**config.mk**
```make
export PLATFORM = sky130hd
export DESIGN_NAME = cmsdk_uart_stimulus
export DESIGN_NICKNAME = d
export VERILOG_FILES = /design/src/rtl/cmsdk_uart_stim_pkg.sv /design/src/rtl/cmsdk_uart_stim_fifo.sv /design/src/rtl/cmsdk_uart_stimulus.sv
export SDC_FILE = /design/constraint.sdc
export NUM_CORES = 1
export LEC_CHECK = 0
export CORE_MARGIN = 4
export CORE_UTILIZATION = 45
export DETAILED_ROUTE_END_ITERATION = 16
export MAX_ROUTING_LAYER = met4
export PLACE_DENSITY = 0.66
export SLEW_MARGIN = 0
export SYNTH_ARGS = -nofsm -noshare
export SYNTH_HDL_FRONTEND = slang
export SYNTH_SLANG_ARGS = --single-unit
```
**constraint.sdc**
```tcl
create_clock -name CLK -period 2.4 [get_ports CLK]
set_input_delay 0.36 -clock CLK [delete_from_list [all_inputs] [get_ports CLK]]
set_output_delay 0.36 -clock CLK [all_outputs]
set_load 0.05 [all_outputs]
```
**src/rtl/cmsdk_uart_stim_pkg.sv**
```systemverilog
// Shared types and byte constants for the UART stimulus transmitter and its escape protocol.
package cmsdk_uart_stim_pkg;

    typedef enum logic [1:0] {
        ST_IDLE  = 2'd0,
        ST_START = 2'd1,
        ST_DATA  = 2'd2,
        ST_STOP  = 2'd3
    } stim_state_e;

    localparam logic [7:0] ESC         = 8'h1B;
    localparam logic [7:0] ESC_AUX     = 8'h10;
    localparam logic [7:0] ESC_DBG_ON  = 8'h11;
    localparam logic [7:0] ESC_DBG_OFF = 8'h12;
    localparam logic [7:0] EOT         = 8'h04;

endpackage

```
**src/rtl/cmsdk_uart_stim_fifo.sv**
```systemverilog
// Byte FIFO feeding the transmitter; head entry is read straight from the storage registers.
module cmsdk_uart_stim_fifo #(
    parameter int DEPTH = 4
) (
    input  logic                     CLK,
    input  logic                     RESET,
    input  logic                     push_i,
    input  logic [7:0]               push_data_i,
    input  logic                     pop_i,
    output logic [7:0]               head_o,
    output logic [$clog2(DEPTH):0]   level_o,
    output logic                     full_o,
    output logic                     empty_o
);

    localparam int AW = $clog2(DEPTH);

    logic [7:0]    mem_q [DEPTH];
    logic [AW-1:0] wr_q;
    logic [AW-1:0] rd_q;
    logic [AW:0]   level_q;

    // Pointer and occupancy tracking; push and pop together leave the level unchanged.
    always_ff @(posedge CLK) begin
        if (RESET) begin
            wr_q    <= {AW{1'b0}};
            rd_q    <= {AW{1'b0}};
            level_q <= {(AW+1){1'b0}};
        end else begin
            if (push_i) begin
                wr_q <= wr_q + 1'b1;
            end
            if (pop_i) begin
                rd_q <= rd_q + 1'b1;
            end
            case ({push_i, pop_i})
                2'b10:   level_q <= level_q + 1'b1;
                2'b01:   level_q <= level_q - 1'b1;
                default: level_q <= level_q;
            endcase
        end
    end

    // Storage write.
    always_ff @(posedge CLK) begin
        if (push_i) begin
            mem_q[wr_q] <= push_data_i;
        end
    end

    assign head_o  = mem_q[rd_q];
    assign level_o = level_q;
    assign full_o  = (level_q == (AW+1)'(DEPTH));
    assign empty_o = (level_q == {(AW+1){1'b0}});

endmodule

```
**src/rtl/cmsdk_uart_stimulus.sv**
```systemverilog
// Testbench-side UART transmitter: FIFO bytes serialised as 8N1/8N2 frames on TXD.
// Optional macro UART_STIM_ESC_EN adds an AUX request that sends ESC, ESC_AUX, data ahead of FIFO bytes.
module cmsdk_uart_stimulus
    import cmsdk_uart_stim_pkg::*;
#(
    parameter int FIFO_DEPTH = 4,
    parameter int BAUD_DIV   = 1,
    parameter int STOP_BITS  = 1
) (
    input  logic                          CLK,
    input  logic                          RESET,
    input  logic                          TX_VALID,
    input  logic [7:0]                    TX_DATA,
    output logic                          TX_READY,
    output logic                          TXD,
    output logic                          BUSY,
`ifdef UART_STIM_ESC_EN
    input  logic                          AUX_VALID,
    input  logic [7:0]                    AUX_DATA,
    output logic                          AUX_READY,
`endif
    output logic [$clog2(FIFO_DEPTH):0]   FIFO_LEVEL
);

    localparam int              LW        = $clog2(FIFO_DEPTH) + 1;
    localparam int              BW        = (BAUD_DIV > 1) ? $clog2(BAUD_DIV) : 1;
    localparam logic [BW-1:0]   BAUD_LAST = BW'(BAUD_DIV - 1);
    localparam logic            STOP_LAST = 1'(STOP_BITS - 1);

    stim_state_e   state_q, state_d;
    logic [BW-1:0] baud_q, baud_d;
    logic [2:0]    bit_q, bit_d;
    logic          stop_q, stop_d;
    logic [7:0]    shift_q, shift_d;
    logic          txd_q, txd_d;

    logic          push_s, pop_s, load_s, full_s, empty_s, baud_end_s, boundary_s;
    logic [7:0]    head_s, load_byte_s;
    logic [LW-1:0] level_s;

    assign push_s = TX_VALID & ~full_s;

    cmsdk_uart_stim_fifo #(.DEPTH(FIFO_DEPTH)) u_fifo (
        .CLK         (CLK),
        .RESET       (RESET),
        .push_i      (push_s),
        .push_data_i (TX_DATA),
        .pop_i       (pop_s),
        .head_o      (head_s),
        .level_o     (level_s),
        .full_o      (full_s),
        .empty_o     (empty_s)
    );

    assign baud_end_s = (baud_q == BAUD_LAST);
    // A new frame may only begin from IDLE or on the last cycle of the final stop bit.
    assign boundary_s = (state_q == ST_IDLE) |
                        ((state_q == ST_STOP) & baud_end_s & (stop_q == STOP_LAST));

`ifdef UART_STIM_ESC_EN
    logic       aux_pend_q, aux_pend_d;
    logic [7:0] aux_data_q, aux_data_d;
    logic [1:0] esc_cnt_q, esc_cnt_d;

    // Next-frame source: a pending escape sequence preempts the FIFO until its third frame ends.
    always_comb begin
        aux_pend_d  = aux_pend_q;
        aux_data_d  = aux_data_q;
        esc_cnt_d   = esc_cnt_q;
        load_s      = 1'b0;
        pop_s       = 1'b0;
        load_byte_s = head_s;
        if (AUX_VALID && !aux_pend_q) begin
            aux_pend_d = 1'b1;
            aux_data_d = AUX_DATA;
        end else begin
            aux_data_d = aux_data_q;
        end
        if (boundary_s) begin
            case (esc_cnt_q)
                2'd1: begin
                    load_s      = 1'b1;
                    load_byte_s = ESC_AUX;
                    esc_cnt_d   = 2'd2;
                end
                2'd2: begin
                    load_s      = 1'b1;
                    load_byte_s = aux_data_q;
                    esc_cnt_d   = 2'd3;
                end
                2'd3: begin
                    aux_pend_d = 1'b0;
                    esc_cnt_d  = 2'd0;
                    load_s     = ~empty_s;
                    pop_s      = ~empty_s;
                end
                default: begin
                    if (aux_pend_q) begin
                        load_s      = 1'b1;
                        load_byte_s = ESC;
                        esc_cnt_d   = 2'd1;
                    end else begin
                        load_s = ~empty_s;
                        pop_s  = ~empty_s;
                    end
                end
            endcase
        end else begin
            load_s = 1'b0;
        end
    end

    // Escape request state.
    always_ff @(posedge CLK) begin
        if (RESET) begin
            aux_pend_q <= 1'b0;
            aux_data_q <= 8'h00;
            esc_cnt_q  <= 2'd0;
        end else begin
            aux_pend_q <= aux_pend_d;
            aux_data_q <= aux_data_d;
            esc_cnt_q  <= esc_cnt_d;
        end
    end

    assign AUX_READY = ~aux_pend_q;
`else
    assign load_s      = boundary_s & ~empty_s;
    assign pop_s       = load_s;
    assign load_byte_s = head_s;
`endif

    // Frame sequencer next state.
    always_comb begin
        state_d = state_q;
        baud_d  = baud_q;
        bit_d   = bit_q;
        stop_d  = stop_q;
        shift_d = shift_q;
        txd_d   = txd_q;
        case (state_q)
            ST_IDLE: begin
                if (load_s) begin
                    state_d = ST_START;
                    shift_d = load_byte_s;
                    txd_d   = 1'b0;
                    baud_d  = {BW{1'b0}};
                end else begin
                    txd_d = 1'b1;
                end
            end
            ST_START: begin
                if (baud_end_s) begin
                    baud_d  = {BW{1'b0}};
                    txd_d   = shift_q[0];
                    bit_d   = 3'd0;
                    state_d = ST_DATA;
                end else begin
                    baud_d = baud_q + 1'b1;
                end
            end
            ST_DATA: begin
                if (baud_end_s) begin
                    baud_d = {BW{1'b0}};
                    if (bit_q == 3'd7) begin
                        txd_d   = 1'b1;
                        stop_d  = 1'b0;
                        state_d = ST_STOP;
                    end else begin
                        shift_d = {1'b0, shift_q[7:1]};
                        txd_d   = shift_q[1];
                        bit_d   = bit_q + 3'd1;
                    end
                end else begin
                    baud_d = baud_q + 1'b1;
                end
            end
            ST_STOP: begin
                if (baud_end_s) begin
                    baud_d = {BW{1'b0}};
                    if (stop_q == STOP_LAST) begin
                        if (load_s) begin
                            state_d = ST_START;
                            shift_d = load_byte_s;
                            txd_d   = 1'b0;
                        end else begin
                            state_d = ST_IDLE;
                        end
                    end else begin
                        stop_d = 1'b1;
                    end
                end else begin
                    baud_d = baud_q + 1'b1;
                end
            end
            default: begin
                state_d = ST_IDLE;
                txd_d   = 1'b1;
            end
        endcase
    end

    // Frame sequencer registers.
    always_ff @(posedge CLK) begin
        if (RESET) begin
            state_q <= ST_IDLE;
            baud_q  <= {BW{1'b0}};
            bit_q   <= 3'd0;
            stop_q  <= 1'b0;
            shift_q <= 8'h00;
            txd_q   <= 1'b1;
        end else begin
            state_q <= state_d;
            baud_q  <= baud_d;
            bit_q   <= bit_d;
            stop_q  <= stop_d;
            shift_q <= shift_d;
            txd_q   <= txd_d;
        end
    end

    assign TX_READY   = ~full_s;
    assign TXD        = txd_q;
    assign FIFO_LEVEL = level_s;
    assign BUSY       = (state_q != ST_IDLE) | (level_s != {LW{1'b0}});

endmodule

```
==> results.md <==
- Die height: 81.3 um
- Met2 usage: 0.271
- Hold_buf cts: 0
- Max-capacitance violation count: 0
- Fin crit share: 0.948
- Most used DFF post-synth: edfxtp_1
- Layout area overhead: 15.1%
- Antenna diode count: 0
- Largest net degree at the start of global routing: 18
- Met1 global-route usage: 0.172
- #FFs+latches synth: 55
- Tmin final: 2.27 ns
- Post-synth ARST share: 0
- DR pass1 iterations: 4
- Synthesized cell area: 0.00242 mm2
- Slew margin rel.: 0.542
- RSZ-0062 raised after global routing: no
- Postcts setup bufs: 0
- Unique masters post-synth: 44
- H-tree levels: 2
- Initial antenna violation count: 0
- Yosys warns: 0
- Most frequent cell after synthesis: edfxtp_1
- CP Max Fanout: 6
- Num CTS Buffers: 5
- Worst EP arrival: 1.91 ns
- Slew of the pin with the lowest slew margin: 0.685 ns
- Share of layout cells above drive strength 1: 0.147
- WL per Instance: 15.9 um
- Total Nets Final: 241
- DRC errors left: 0
- Worst ir drop on vdd: 0.545 mV
- Crit path max-delay family: buffers and inverters
- Most used routing layer: met2
- Final Max Tran Viols: 0
- Cell Chain, Critical Path: nor3_2, nand2_1, clkdlybuf4s50_1
- Gate Count Post-Synth: 194
- Critical path buffer and inverter count: 1
- Fmax: 440 MHz
- Hold Vio Cnt, Final: 0
- Final core occ: 0.541
- Syn_area_per_cell: 12.5 um2
- Worst Setup End Kind: primary output
- Pleak: 0.000986 uW
- GRT Total Usage: 0.153
- Die W: 81.3 um
- Top cell type by total area after synthesis: edfxtp_1
- IO Pins: 17
- Critical path type: reg -> out
- Pwr Density: 1190 mW/mm2
- Synth cell count leaders: 32 x edfxtp_1, 23 x dfxtp_1, 23 x nor2_1, 12 x ha_1, 12 x mux2i_1
- CTS tree: built
- Setup TNS Final: 0 ns
- Yosys top cell area share: 0.398
- Critical path startpoint category: flip-flop
- Initial Utilization: 0.470
- Syn nets: 218
- Post-Route WL: 4570 um
- CORE AREA: 0.00514 mm2
- # setup viols final: 0
- Post-route antenna net violation count: 0
- Grt ovf: 0
- DP HPWL: 3260 um
- CTS Root Cell: clkbuf_8
- Setup Skew: 0.0119 ns
- Die area: 0.00661 mm2
- Seq/Total Area, Yosys: 0.588
- Clk slew on worst S/H paths: 0.10 ns
- First-pass GRT wire length: 7510 um
- Row count: 26
- Status: completed
- CP max stage delay: 0.71 ns
- Clock Path Buffers: 2
- Buffers added on ports: 16
- EDFF count, synth: 32
- Synth area leaders: edfxtp_1 40%, dfxtp_1 19%, ha_1 6.2%, mux2i_1 5.0%, nor2_1 3.6%
- Clock Latency Late Sink: 0.31 ns
- Grt met3 use: 0.0310
- Slowest cell on crit path: clkdlybuf4s50_1
- Drt via density: 5.34
- Vias: 1539
- GPL Wtd Cong: 0.768
- 1st-iter DRT viols: 92
- PostCTS Resize Cnt: 0
- Clk sink count: 55
- Worst Path Required: 2.04 ns
- Vias in the first global route: 1604
- Hold/Removal Path Class: reg -> reg
-- per-layer routing --
layer  share of wire  vias to the layer above  wire length [um]
met3           0.027                        6               121
met1            0.45                      756              2050
met4           0.011                        0                49
met5               0                        -                 0
met2            0.51                       26              2340
li1                -                      751                 -
-- through the flow --
stage	setup WS [ns]	cell area, um2	total power (uW)	hold slack [ns]	instances
floorplan	0.0309	2430	2430	0.443	194
global placement	0.170	2690	2720	0.469	280
detailed placement	0.0886	2690	2830	0.477	280
CTS	0.107	2780	3330	0.495	288
global route	0.0212	2780	3520	0.532	288
finish	0.126	2780	3310	0.495	288
-- cell families after synthesis --
logic type | Yosys count | share of synthesized area
mux | 14 | 0.0684
xor+xnor | 5 | 0.0181
buf+inv | 16 | 0.0306
flops | 55 | 0.588
fa+ha+maj | 13 | 0.0704
simple gates | 56 | 0.120
compound gates | 35 | 0.105
-- where the power goes --
part	total, uW	internal [uW]	switching [uW]
clock network	506	206	300
logic	1490	619	873
registers	1310	1200	115
total	3310	2020	1290
-- cell type report --
cell class / instances / area [um2]
fill: 472 / 2360
sequential: 55 / 1430
multi-input combinational: 123 / 931
timing repair buffer: 23 / 213
tap: 70 / 87.6
clock buffer: 5 / 68.8
inverter: 9 / 33.8
clock inverter: 3 / 18.8
-- layout by cell type (no fill, tap or decap), types with 2 or more instances in the layout --
cell / instances
o22ai_1: 7
xnor2_1: 3
nor4_1: 2
dfxtp_1: 20
and3_1: 4
a22oi_1: 2
nor3_1: 2
dfxtp_2: 2
mux4_2: 2
a211oi_2: 3
nand2b_1: 3
mux2i_1: 12
buf_4: 7
clkinv_2: 2
o21ai_0: 4
clkdlybuf4s50_1: 16
a211oi_1: 3
xor2_1: 2
inv_1: 8
nand3_1: 2
edfxtp_1: 32
nor2b_1: 2
clkbuf_8: 5
nand2_1: 7
ha_1: 11
nor2_1: 23
a21oi_1: 11
-- worst reg2reg max path, stage by stage, from the launching register on --
cell	delay [ns]
dfxtp_2	0.37
or3b_4	0.43
and2_4	0.17
inv_2	0.05
ha_2	0.18
inv_1	0.06
fa_2	0.33
xor2_1	0.15
or3_1	0.32
a21oi_1	0.14
-- flip-flops by register name, indices dropped and copies added, names as in the netlist, named ones only --
name            flops
u_fifo.level_o      3
u_fifo.rd_q         2
state_q             2
TXD                 1
bit_q               3
u_fifo.mem_q       32
u_fifo.wr_q         2
shift_q             8
-- final timing paths --
path | startpoint | end | slack, ns | cells after the start
max | u_fifo.level_o[0] | BUSY | 0.13 | 3
min | shift_q[7] | shift_q[7] | 0.50 | 2
max reg2reg | u_fifo.level_o[1] | u_fifo.level_o[2] | 0.13 | 9
min reg2reg | shift_q[7] | shift_q[7] | 0.50 | 2
Note: power is estimated with default switching activity, not from simulation.
==> patch 1: new RTL, same settings <==
The parameter `FIFO_DEPTH` goes from 4 to 16.
--- a/src/rtl/cmsdk_uart_stimulus.sv
+++ b/src/rtl/cmsdk_uart_stimulus.sv
@@ -4,5 +4,5 @@
     import cmsdk_uart_stim_pkg::*;
 #(
-    parameter int FIFO_DEPTH = 4,
+    parameter int FIFO_DEPTH = 16,
     parameter int BAUD_DIV   = 1,
     parameter int STOP_BITS  = 1
Interface: changed (resized FIFO_LEVEL); port bits go from 17 to 19. The function was not compared with the original's and may differ.
==> patch 1 against the unedited design <==
- synthesized area increased to 2.7 times the old value
- wire length rose to 2.6 times the old value
- via count grew 130%
- synthesized cell count up 110%
- power up 140%
- critical path type unchanged
- fmax down 1.4%
- sequential cell count grew 104
- die area rose to 2.5 times the old value
- worst setup slack worse by 0.033 ns
- combinational power grew 42%
- final area rose to 2.8 times the old value
==> patch 1: results (changes against the unedited design) <==
Post-synthesis register bit count -> 159 (was 55)
Number of flip-flops in the largest register -> 128 (was 32)
Data arrival, critical path -> 1.95 ns (was 1.91 ns)
Reg2Reg Setup Slack -> 0.16 ns (was 0.13 ns)
Wire length per cell -> 18.5 um (was 15.9 um)
Total clock buffers created by CTS -> 17 (was 5)
Total of buffers placed on input and output ports -> 18 (was 16)
Worst rel slew slack -> 0.610 (was 0.542)
Sequential fraction of design power -> 0.411 (was 0.396)
Worst Hold End -> shift_q[3] (was shift_q[7])
Depth of the CTS H-tree -> 4 (was 2)
Met3 wirelength from detailed routing -> 614 um (was 121 um)
Peak supply drop -> 0.594 mV (was 0.545 mV)
Clock Skews -> 0.00801 ns (was 0.0119 ns)
Reg2reg end -> u_fifo.level_o[4] (was u_fifo.level_o[2])
Clock transition at the register clock pins on the worst setup and hold paths after CTS -> 0.06 ns (was 0.10 ns)
Total placed cells including tap cells -> 609 (was 280)
Number of vias in the routed layout -> 3525 (was 1539)
Maximum fanout count along the critical path -> 8 (was 6)
Hold WS -> 0.471 ns (was 0.495 ns)
Area of the multi-input gates -> 1950 um^2 (was 931 um^2)
Sequential cell area share -> 0.582 (was 0.514)
Signal buf overhead -> 0.0543 (was 0.0765)
Startpoint of the worst-slack reg-to-reg timing path -> state_q[0] (was u_fifo.level_o[1])
Sequential fraction of the synthesis area -> 0.682 (was 0.588)
Number of DRC markers after the initial detailed-route iteration -> 227 (was 92)
Number of non-clock buffers in the layout -> 48 (was 23)
Final net count -> 473 (was 241)
Result of the run -> finished, final reports clean (unchanged)
Pre-CTS setup slack -> -0.0149 ns (was 0.0886 ns)
## patch 1: changes by cell type after synthesis, sizes merged, moves of 9 or more
cell,before,now
nand2,7,16
mux4,2,25
edfxtp,32,128
nor2,24,39
a21o,0,10
## patch 1: routing by layer
metal / GRT usage / vias to the layer above
met5: - / -
met4: 0.0587 / 0
met3: 0.0303 / 8
met2: 0.246 / 77
met1: 0.216 / 1771
li1: - / 1669
## patch 1: cell families (layout without fill, tap and decap cells)
logic type,Yosys count,in the layout,share of synthesized area
mux,44,44,0.118
simple gates,81,81,0.0591
compound gates,65,65,0.0763
xor+xnor,11,11,0.0147
flops,159,159,0.682
buf+inv,29,89,0.0252
fa+ha+maj,13,13,0.0248
## patch 1: timing repair
item / in CTS / in global routing
buffers inserted: 0 / 1
endpoints found under the hold margin: 0 / 0
setup endpoints to repair: 1 / 2
resized for setup: 1 / 6
pin swaps: 0 / 2
==> patch 2: new RTL, same flow settings <==
Made on the original files. `shift_q` no longer has a reset.
--- a/src/rtl/cmsdk_uart_stimulus.sv
+++ b/src/rtl/cmsdk_uart_stimulus.sv
@@ -208,5 +208,4 @@
             bit_q   <= 3'd0;
             stop_q  <= 1'b0;
-            shift_q <= 8'h00;
             txd_q   <= 1'b1;
         end else begin
@@ -215,7 +214,10 @@
             bit_q   <= bit_d;
             stop_q  <= stop_d;
-            shift_q <= shift_d;
             txd_q   <= txd_d;
         end
+    end
+
+    always_ff @(posedge CLK) begin
+        shift_q <= shift_d;
     end
 
Function: no difference found for any inputs over 10 cycles, from zero or initial values and one cycle with RESET high; that may be too few to reach the edited logic, so the function may still have changed.
==> patch 2 against the unedited design <==
- synthesized cell count down 19%
- critical path depth up 6
- sequential cell count unchanged
- final area down 3.0%
- synthesized area down 3.7%
- wire length down 16%
- power up 1.3%
- combinational power down 7%
- sequential share of layout area up 4.6 points
- worst hold slack better by 0.021 ns
- sequential power up 11%
- worst setup slack worse by 0.018 ns
- global-route usage down 1.4 points
- largest power group is now sequential cells
==> patch 2: results (changes against the unedited design) <==
Sequential fraction of the synthesis area -> 0.646 (was 0.588)
Clock network contribution to total cell area -> 0.0329 (was 0.0315)
Adder-Cell Fraction of Synth Area -> 0.0732 (was 0.0704)
Total placed cells including tap cells -> 241 (was 280)
Area growth syn-to-layout -> 15.9% (was 15.1%)
Leak -> 0.954 nW (was 0.986 nW)
Distinct cell type count after synthesis -> 32 (was 44)
Routed via count divided by cell count -> 5.31 (was 5.34)
Synthesized-area fraction occupied by ao, oa, aoi and oai cells -> 0.0785 (was 0.105)
Number of clock buffers in the layout -> 6 (was 5)
Switching part of the total -> 0.365 (was 0.389)
Data arrival, critical path -> 2.51 ns (was 1.91 ns)
Share of cells above drive strength 1 -> 0.176 (was 0.147)
Count of multi-input gates -> 89 (was 123)
Peak supply drop -> 0.590 mV (was 0.545 mV)
Final net count -> 205 (was 241)
GR Util met3 -> 0.0395 (was 0.0310)
CP max-delay cell -> or3b_4 (was clkdlybuf4s50_1)
Top post-synthesis cells by count -> edfxtp_1 (40), dfxtp_1 (15), nor2_1 (14), ha_1 (12) (was edfxtp_1 (32), dfxtp_1 (23), nor2_1 (23), ha_1 (12), mux2i_1 (12))
DP HPWL -> 2740 um (was 3260 um)
Synth Net Count -> 181 (was 218)
Sequential cell area share -> 0.560 (was 0.514)
Multiplexer share of the synthesized area -> 0.0818 (was 0.0684)
Global-route wire length before repair -> 6580 um (was 7510 um)
Placer congestion estimate -> 0.731 (was 0.768)
Layout filler cell count -> 383 (was 472)
Signal buf overhead -> 0.0752 (was 0.0765)
Result of the run -> finished, final reports clean (unchanged)
Number of DRC markers after the initial detailed-route iteration -> 70 (was 92)
Met3 wirelength from detailed routing -> 143 um (was 121 um)
Clock Skews -> 0.0107 ns (was 0.0119 ns)
## patch 2: worst min-delay path: stages (launching register included)
cell	delay, ns
dfxtp_1	0.35
nand2_1	0.07
a21oi_1	0.06
## patch 2: power groups by stage
stage,combinational [mW],clock (mW),sequential [mW]
2_1_floorplan,0.946,0,1.50
6_report,1.38,0.515,1.46
5_1_grt,1.53,0.571,1.49
3_5_place_dp,1.38,0,1.48
3_3_place_gp,1.33,0,1.47
4_1_cts,1.40,0.526,1.47
## patch 2: per-stage QoR
step                      hold slack, ns  worst slack (ns)
after detailed placement           0.500            0.0573
after global routing               0.546            0.0246
after global placement             0.481             0.128
final                              0.516             0.108
after CTS                          0.514            0.0686
after floorplan                    0.419            0.0149
## patch 2: logic make-up (layout without fill, tap and decap cells)
kind of cell    Yosys count  after routing
xor+xnor                  5              5
simple gates             35             35
flops                    55             55
compound gates           27             27
mux                       9              9
fa+ha+maj                13             13
buf+inv                  13             38
